## src/rtl/board_pkg.sv

```systemverilog
// Shared types and constants for the tic-tac-toe board controller.
// Holds the mark/state enums, the eight win lines and the line/full evaluators.
package board_pkg;

  localparam int unsigned NUM_CELLS = 9;

  typedef enum logic [1:0] {
    EMPTY = 2'b00,
    X     = 2'b01,
    O     = 2'b10
  } mark_t;

  typedef enum logic [1:0] {
    ST_PLAY,
    ST_CHECK,
    ST_WIN,
    ST_DRAW
  } state_t;

  typedef logic [NUM_CELLS-1:0][1:0] board_t;

  // Rows, columns, then the two diagonals; indices are row-major from top-left.
  localparam logic [3:0] WIN_LINES [8][3] = '{
    '{4'd0, 4'd1, 4'd2},
    '{4'd3, 4'd4, 4'd5},
    '{4'd6, 4'd7, 4'd8},
    '{4'd0, 4'd3, 4'd6},
    '{4'd1, 4'd4, 4'd7},
    '{4'd2, 4'd5, 4'd8},
    '{4'd0, 4'd4, 4'd8},
    '{4'd2, 4'd4, 4'd6}
  };

  function automatic mark_t check_win(input board_t b);
    mark_t w;
    w = EMPTY;
    for (int i = 0; i < 8; i++) begin
      if (b[WIN_LINES[i][0]] != EMPTY &&
          b[WIN_LINES[i][0]] == b[WIN_LINES[i][1]] &&
          b[WIN_LINES[i][0]] == b[WIN_LINES[i][2]]) begin
        w = mark_t'(b[WIN_LINES[i][0]]);
      end
    end
    return w;
  endfunction

  function automatic logic board_full(input board_t b);
    logic full;
    full = 1'b1;
    for (int i = 0; i < NUM_CELLS; i++) begin
      if (b[i] == EMPTY) full = 1'b0;
    end
    return full;
  endfunction

endpackage

```

## src/rtl/key_edge.sv

```systemverilog
// One-register rising-edge detector for a debounced, active-high key.
// rise is high for the single cycle in which the key is high but was low last cycle.
module key_edge (
  input  logic clk,
  input  logic reset,
  input  logic key,
  output logic rise
);

  logic prev_q, prev_d;

  always_comb begin
    prev_d = key;
  end

  // NOTE: sequential state uses non-blocking assignments so every flop samples pre-edge values.
  always_ff @(posedge clk) begin
    if (reset) prev_q <= 1'b0;
    else       prev_q <= prev_d;
  end

  assign rise = key & ~prev_q;

endmodule

```

## src/rtl/board_controller.sv

```systemverilog
// Tic-tac-toe board controller: cursor, placement, one-cycle win/draw check, restart.
// Define BOARD_SCORE_EN to add saturating per-mark win counters (score_x/score_o).
module board_controller
  import board_pkg::*;
#(
  parameter logic [1:0] FIRST_MARK = 2'b01
`ifdef BOARD_SCORE_EN
  , parameter int unsigned SCORE_W = 4
`endif
) (
  input  logic            clk,
  input  logic            reset,
  input  logic            key_up,
  input  logic            key_down,
  input  logic            key_left,
  input  logic            key_right,
  input  logic            key_place,
  input  logic            key_restart,
  output logic [3:0]      currentCell,
  output logic [8:0][1:0] currentGame,
  output logic [1:0]      turn,
  output logic [1:0]      winner,
  output logic            game_over
`ifdef BOARD_SCORE_EN
  , output logic [SCORE_W-1:0] score_x,
  output logic [SCORE_W-1:0] score_o
`endif
);

  // Bit order sets priority: restart, place, up, down, left, right.
  logic [5:0] key_vec, rise_vec;
  assign key_vec = {key_restart, key_place, key_up, key_down, key_left, key_right};

  for (genvar g = 0; g < 6; g++) begin : g_edge
    key_edge u_edge (.clk(clk), .reset(reset), .key(key_vec[g]), .rise(rise_vec[g]));
  end

  state_t     state_q, state_d;
  board_t     board_q, board_d;
  logic [3:0] cell_q, cell_d;
  mark_t      turn_q, turn_d;
  logic [1:0] winner_q, winner_d;
  logic       restart_pend_q, restart_pend_d;
  mark_t      line_mark;

  always_comb begin
    // NOTE: every target gets a default first, so no path leaves one unassigned (no latch).
    state_d        = state_q;
    board_d        = board_q;
    cell_d         = cell_q;
    turn_d         = turn_q;
    winner_d       = winner_q;
    restart_pend_d = restart_pend_q;
    line_mark      = check_win(board_q);

    case (state_q)
      ST_CHECK: begin
        // A restart seen here is held until the check has resolved.
        if (rise_vec[5]) restart_pend_d = 1'b1;
        if (line_mark != EMPTY) begin
          state_d  = ST_WIN;
          winner_d = line_mark;
        end else if (board_full(board_q)) begin
          state_d  = ST_DRAW;
          winner_d = 2'b11;
        end else begin
          state_d = ST_PLAY;
        end
      end
      default: begin
        if (rise_vec[5] || restart_pend_q) begin
          state_d        = ST_PLAY;
          board_d        = '0;
          cell_d         = 4'd0;
          turn_d         = mark_t'(FIRST_MARK);
          winner_d       = 2'b00;
          restart_pend_d = 1'b0;
        end else if (state_q == ST_PLAY) begin
          if (rise_vec[4]) begin
            if (board_q[cell_q] == EMPTY) begin
              board_d[cell_q] = turn_q;
              turn_d          = (turn_q == X) ? O : X;
              state_d         = ST_CHECK;
            end
          end else if (rise_vec[3]) begin
            cell_d = (cell_q >= 4'd3) ? cell_q - 4'd3 : cell_q + 4'd6;
          end else if (rise_vec[2]) begin
            cell_d = (cell_q < 4'd6) ? cell_q + 4'd3 : cell_q - 4'd6;
          end else if (rise_vec[1]) begin
            cell_d = (cell_q % 4'd3 == 4'd0) ? cell_q + 4'd2 : cell_q - 4'd1;
          end else if (rise_vec[0]) begin
            cell_d = (cell_q % 4'd3 == 4'd2) ? cell_q - 4'd2 : cell_q + 4'd1;
          end
        end
      end
    endcase
  end

  always_ff @(posedge clk) begin
    if (reset) begin
      state_q        <= ST_PLAY;
      board_q        <= '0;
      cell_q         <= 4'd0;
      turn_q         <= mark_t'(FIRST_MARK);
      winner_q       <= 2'b00;
      restart_pend_q <= 1'b0;
    end else begin
      state_q        <= state_d;
      board_q        <= board_d;
      cell_q         <= cell_d;
      turn_q         <= turn_d;
      winner_q       <= winner_d;
      restart_pend_q <= restart_pend_d;
    end
  end

  assign currentCell = cell_q;
  assign currentGame = board_q;
  assign turn        = turn_q;
  assign winner      = winner_q;
  assign game_over   = (state_q == ST_WIN) || (state_q == ST_DRAW);

`ifdef BOARD_SCORE_EN
  logic [SCORE_W-1:0] score_x_q, score_x_d, score_o_q, score_o_d;

  // Counters survive restart; only reset clears them.
  always_comb begin
    score_x_d = score_x_q;
    score_o_d = score_o_q;
    if (state_q == ST_CHECK && state_d == ST_WIN) begin
      if (winner_d == X && score_x_q != '1) score_x_d = score_x_q + SCORE_W'(1);
      if (winner_d == O && score_o_q != '1) score_o_d = score_o_q + SCORE_W'(1);
    end
  end

  always_ff @(posedge clk) begin
    if (reset) begin
      score_x_q <= '0;
      score_o_q <= '0;
    end else begin
      score_x_q <= score_x_d;
      score_o_q <= score_o_d;
    end
  end

  assign score_x = score_x_q;
  assign score_o = score_o_q;
`endif

endmodule

```

## config.mk

```make
export PLATFORM = sky130hd
export DESIGN_NAME = board_controller
export DESIGN_NICKNAME = d
export VERILOG_FILES = /design/src/rtl/board_pkg.sv /design/src/rtl/key_edge.sv /design/src/rtl/board_controller.sv
export SDC_FILE = /design/constraint.sdc
export NUM_CORES = 1
export LEC_CHECK = 0
export CAP_MARGIN = 20
export CORE_MARGIN = 4
export CORE_UTILIZATION = 47
export DETAILED_ROUTE_END_ITERATION = 16
export PLACE_DENSITY_LB_ADDON = 0.12
export SLEW_MARGIN = 20
export SYNTH_ARGS = -nofsm -noshare
export SYNTH_HDL_FRONTEND = slang
export SYNTH_SLANG_ARGS = --single-unit
```

## constraint.sdc

```tcl
create_clock -name clk -period 5 [get_ports clk]
set_input_delay 0.75 -clock clk [delete_from_list [all_inputs] [get_ports clk]]
set_output_delay 0.75 -clock clk [all_outputs]
set_load 0.05 [all_outputs]
```

# Yosys cells after proc, flatten, opt, wreduce, memory -nomap -nowiden
# Index checks and enable logic that the tools add are counted.
# classes
addsub	8
div_mod_pow	1
magnitude_cmp	4
n_eq_ne	24
mux	58
n_bitwise	13
n_reduce_logical	50
# ops
op	count
18-bit two-way mux	4
2-bit two-way mux	26
4-bit two-way mux	11
2-bit equality test	16
2-bit logical NOT	11
2-bit nonzero test	10
18-bit bitwise mux	1
1-bit logical AND	17
1-bit two-way mux	14
3-bit nonzero test	3
4-bit by 2-bit adder with 4-bit output (second input constant)	2
2-bit binary-select mux with 4-bit select	1
2-bit demux with 4-bit select	1
4-bit AND reduction	2
4-bit by 2-bit subtractor with 4-bit output (second input constant)	2
1-bit inverter	7
1-bit bitwise AND	6
4-bit by 5-bit less-than comparator with 1-bit output (second input constant)	1
5-bit nonzero test	1
4-bit by 1-bit adder with 4-bit output (second input constant)	1
4-bit by 3-bit adder with 4-bit output (second input constant)	1
2-bit by 1-bit equality test with 1-bit output (second input constant)	2
2-bit equality test (second input constant)	2
4-bit by 2-bit equality test with 1-bit output (second input constant)	1
13 further kinds	15
# totals
regBits	35
out_inout_bits	27

# Longest topological paths before layout
# logic_depth
word_depth	17
ltp_mapped	15
ltp_nobuf	14

# Cells and area by module
# A second synthesis with hierarchy kept.
# hier_totals
hier_cells	390
area_unflattened_um2	2964.1
# by_module_without_submodules
module	n_inst	cells_each	area_each_um2
board_controller	1	372	2678.8
key_edge	6	3	47.5

# Least setup slack after synthesis
# OpenSTA, ideal clock, no wires.
# synth_timing
path_kind	register -> register
start	register cell_q[1], in the netlist currentCell[1]
end	register cell_q[1], in the netlist currentCell[1]
setup_time_ns	0.071
t_arrival_ns	3.813
path_slack_ns	1.116
stages_incl_launch_ff	16
cell_sequence	dfxtp_1 > buf_2 > inv_1 > ha_1 > o21ai_1 > nand2_1 > ha_1 > nand2b_1 > o221a_4 > ha_1 > nor4_1 > a41oi_2 > o32ai_2 > mux2_1 > a221o_1 > a21oi_1
# synth_via
elab_chain_len	10
# synth_lines
item	line	source
from (decl)	board_controller.sv:40	logic [3:0] cell_q, cell_d;
from (signal assigned)	board_controller.sv:110	cell_q <= cell_d;
4-bit by 2-bit remainder unit with 4-bit output	board_controller.sv:90, board_controller.sv:92	
4-bit by 2-bit equality test with 1-bit output	board_controller.sv:92	cell_d = (cell_q % 4'd3 == 4'd2) ? cell_q - 4'd2 : cell_q + 4'd1;
4-bit two-way mux	board_controller.sv:92	
4-bit two-way mux	board_controller.sv:91	end else if (rise_vec[0]) begin
4-bit two-way mux	board_controller.sv:89	end else if (rise_vec[1]) begin
4-bit two-way mux	board_controller.sv:87	end else if (rise_vec[2]) begin
4-bit two-way mux *	board_controller.sv:85	end else if (rise_vec[3]) begin
4-bit two-way mux *	board_controller.sv:79	if (rise_vec[4]) begin
4-bit two-way mux *	board_controller.sv:78	end else if (state_q == ST_PLAY) begin
4-bit two-way mux *	board_controller.sv:71	if (rise_vec[5] || restart_pend_q) begin
# Every way passes the cells marked *; elsewhere a longest branch is shown, timed or not. The select of a mux whose other input is x is not followed.
# A chain may end at the register's enable or synchronous reset.

# Worst setup path after layout
# layout_timing
start	register cell_q[1], in the netlist currentCell[1]
end	register cell_q[0], in the netlist currentCell[0]
# The elaborated chain is that of the path after synthesis.

==> results.md <==
| Parameter | This run |
|:---|:---|
| Maximum number of pins on one net before global-route repair | 32 |
| Lkg Pwr | 1.24 nW |
| Remaining number of nets flagged by the antenna check after routing | 0 |
| Met3 usage in global routing | 6.48% |
| Internal power summed over all cells | 0.000585 W |
| Placement row count | 27 |
| Clock sink total | 35 |
| Yosys warning total | 0 |
| Reg2Reg Launch Point | currentCell[1]$_SDFFE_PP0P_ |
| Cells after Synth | 375 |
| Global-route track usage on met2 | 34.9% |
| Unique cell type count in the Yosys netlist | 59 |
| Final critical-path share of the clock period | 82.0% |
| Final core utilization | 57.4% |
| Area of the core | 5610 sq um |
| IO Port Bufs | 34 |
| Number of buffers created by CTS | 5 |
| Setup repair bufs after CTS | 0 |
| Final min period | 4.10 ns |
| Setup repair after global routing missed its margin | no |
| Required time of the worst setup path | 5.22 ns |
| Worst slack, placed | 0.967 ns |
| Hold_buf cts | 0 |
| Final number of hold-violating endpoints | 0 |
| Number of enable flip-flop cells after synthesis | 0 |
| Worst path bufs/invs | 1 |
| Clk Latency, worst-skew pair | 0.29 ns |
| Routed wirelength normalized by instance count | 17.6 um |
| Max Clock Skew | 0.00139 ns |
| Antenna diode count | 0 |
| Share of layout cells above drive strength 1 | 5.09% |
| Sequential power share | 33.3% |
| Critical Path Sink Type | flop |
| Sw Share | 38.6% |
| Initial DRT Pass Iterations | 5 |
| Aggregate negative setup slack | 0 ns |
| Critical path's most frequent cell | sky130_fd_sc_hd__ha_1 |
| Detailed Place HPWL | 5.80 mm |
| Vertical extent of the die | 84.5 um |
| Register area share after synthesis | 25.5% |
| Number of vias per cell | 6.32 |
| Max stage delay cell, worst path | sky130_fd_sc_hd__dfxtp_1 |
| Register bit total from synthesis | 35 |
| Transition time at the pin with the least slew margin | 1.04 ns |
| Hold path startpoint | winner[1]$_SDFFE_PP0P_ |
| Power density over the cells | 296 nW/um^2 |
| Die width | 84.5 um |
| Final-layout worst hold slack | 0.509 ns |
| Number of resized instances in the post-cts repair step | 0 |
| Busiest grt layer | met2 |
| Boundary Pins | 35 |
| Power dissipated by switching net loads | 0.000367 W |
| # Max-Cap Violations | 0 |
| Top library cells by usage in the layout, fill and taps aside | sky130_fd_sc_hd__nand2_1 (37), sky130_fd_sc_hd__dfxtp_1 (35), sky130_fd_sc_hd__clkdlybuf4s50_1 (34) |
| Total vias in the final route | 2,937 |
| Top cell family by delay on the critical path | compound AO/OA/AOI/OAI gates |
| FMAX | 0.244 GHz |
| Number of DRC violations after detailed routing | 0 |
| Combinational share of power | 39.7% |
| Leading cell type in the layout, fill and taps excluded | sky130_fd_sc_hd__nand2_1 |
| Maximum vdd ir drop | 222 uV |
| CTS root buffer | sky130_fd_sc_hd__clkbuf_8 |
| Relative max-transition margin | 30.6% |
| Level count of the clock H-tree | 2 |
| Total nets after synthesis | 395 |
| Clock tree from TritonCTS | done |
| Reg clk slew, reported paths | 0.07 ns |
| Weighted congestion reported at the end of routability-driven placement | 0.937 |
| Top FF cell, synth | sky130_fd_sc_hd__dfxtp_1 |
| Total Nets Final | 412 |
| Crit Path Class | reg2reg |
| Number of DRC markers in iteration 0 | 230 |
| Mean instance size in the synthesized netlist | 7.34 sq um |
| Number of global-route vias before repair | 2,672 |
| GR Overflow Total | 0 |
| Run status | finished clean |
| Overall routed net length | 8.17 mm |
| DIE AREA | 7150 sq um |
| First-pass GRT wire length | 13.3 mm |
| Cells traversed along the worst timing path | inv_1 -> ha_1 -> o21ai_1 -> nand2_1 -> ha_1 -> nand2b_1 -> o221a_4 -> ha_1 -> nor4_1 -> a41oi_2 -> o32ai_2 -> a221oi_1 -> or4_1 -> a31oi_1 |
| Type of origin of the critical path | flop |
| Final worst slack | 0.898 ns |
| Met1 track demand over resource | 31.3% |
| Share of flip-flops with an asynchronous set or reset | 0% |
| Combined area of all synthesized cells | 2750 sq um |
| Power consumption | 0.000952 W |
| Worst-path fanout max | 16 |
| Starting Density | 49.1% |
| Hold WC Path Type | reg2reg |
| Filler cells | 555 |
| Data arrival time of the worst path | 4.33 ns |
| Part of the total power dissipated in the clock network | 26.9% |
| Antenna violations before repair | 0 |
| Max Root-Sink Buffers | 2 |
| Max Transition Viols Final | 0 |
| Synthesis-to-finish area growth | 16.9% |
| Final setup violating endpoints | 0 |
| Aggregate global-route resource usage | 22.8% |
| Largest stage delay, worst path | 0.69 ns |
| Worst setup path start | currentCell[1]$_SDFFE_PP0P_ |
==> synthesized netlist by cell type (2+ instances only) <==
cell	instances	area (sq um)
sky130_fd_sc_hd__nand3_1	12	60.1
sky130_fd_sc_hd__or4_1	3	22.5
sky130_fd_sc_hd__or3_1	9	56.3
sky130_fd_sc_hd__nand2_1	37	139
sky130_fd_sc_hd__nand4_1	6	37.5
sky130_fd_sc_hd__nor4_1	3	18.8
sky130_fd_sc_hd__nand2b_1	10	62.6
sky130_fd_sc_hd__mux2i_1	6	60.1
sky130_fd_sc_hd__a221o_1	2	20.0
sky130_fd_sc_hd__a21oi_1	28	140
sky130_fd_sc_hd__ha_1	12	150
sky130_fd_sc_hd__a211oi_1	2	15.0
sky130_fd_sc_hd__a31oi_1	4	25.0
sky130_fd_sc_hd__dfxtp_1	35	701
sky130_fd_sc_hd__nor3b_1	2	15.0
sky130_fd_sc_hd__o32ai_1	2	17.5
sky130_fd_sc_hd__nor3_1	20	100
sky130_fd_sc_hd__o22ai_1	4	25.0
sky130_fd_sc_hd__a21o_1	3	22.5
sky130_fd_sc_hd__a22o_1	4	35.0
sky130_fd_sc_hd__and3_1	13	81.3
sky130_fd_sc_hd__nor2_1	32	120
sky130_fd_sc_hd__nor2b_1	15	93.8
sky130_fd_sc_hd__buf_2	2	10.0
sky130_fd_sc_hd__clkbuf_1	25	93.8
sky130_fd_sc_hd__o21ai_0	21	105
sky130_fd_sc_hd__a221oi_1	4	35.0
sky130_fd_sc_hd__inv_1	9	33.8
sky130_fd_sc_hd__a41oi_1	2	17.5
sky130_fd_sc_hd__a22oi_1	5	37.5
sky130_fd_sc_hd__o211ai_1	2	15.0
sky130_fd_sc_hd__o21ai_1	4	20.0
sky130_fd_sc_hd__a32o_1	10	100
sky130_fd_sc_hd__and2_0	2	12.5
==> state kept, by name, indices dropped and copies added (netlist names) <==
name,flops
restart_pend_q,1
currentCell,4
winner,2
currentGame,18
turn,2
state_q,2
g_edge.u_edge.prev_q,6
==> through the flow <==
step / instance area [sq um] / instances
5_1_grt: 3220 / 465
2_1_floorplan: 2750 / 375
3_3_place_gp: 3110 / 457
3_5_place_dp: 3110 / 457
6_report: 3220 / 465
4_1_cts: 3220 / 465
==> layout make-up <==
class | count | area [sq um] | area share [%]
inverters | 9 | 33.8 | 1.05
multi-input cells | 303 | 1910 | 59.4
clock inverters | 3 | 43.8 | 1.36
well taps | 72 | 90.1 | 2.80
repair buffers | 38 | 370 | 11.5
clock buffers | 5 | 68.8 | 2.14
flip-flops and latches | 35 | 701 | 21.8
==> final timing paths <==
path	depth (start not counted)	slack, ns	to
setup / recovery	14	0.90	currentCell[0]$_SDFFE_PP0P_
hold / removal	2	0.51	winner[1]$_SDFFE_PP0P_
setup reg to reg	14	0.90	currentCell[0]$_SDFFE_PP0P_
hold reg to reg	2	0.51	winner[1]$_SDFFE_PP0P_
==> power groups by stage <==
stage | Combinational [W] | Clock, W | Sequential [W]
after floorplan | 0.000259 | 0 | 0.000343
after global placement | 0.000365 | 0 | 0.000322
after detailed placement | 0.000370 | 0 | 0.000323
after CTS | 0.000372 | 0.000262 | 0.000317
after global routing | 0.000410 | 0.000278 | 0.000320
final | 0.000378 | 0.000257 | 0.000318
==> layer usage <==
metal  share of wire [%]  vias up
met5                   0        -
met4                0.87        0
met3                 9.0       12
met2                  44      145
met1                  46     1361
li1                    -     1419
==> cells by family (layout without fill, tap and decap cells) <==
logic type | count (synthesis) | in the layout | synth area share [%]
AOI/OAI and AO/OA | 111 | 111 | 28.3
xor gates and xnor gates | 2 | 2 | 0.636
adders and majority gates | 12 | 12 | 5.45
buffers and inverters | 37 | 55 | 5.14
DFF | 35 | 35 | 25.5
muxes | 9 | 9 | 3.95
and+or+nand+nor | 169 | 169 | 31.0
==> worst min-delay path, delay by kind of cell (launching register included) <==
kind            cells  cell delay [ns]
flops               1             0.32
compound gates      2             0.14
Power figures use the tool's default switching activity.
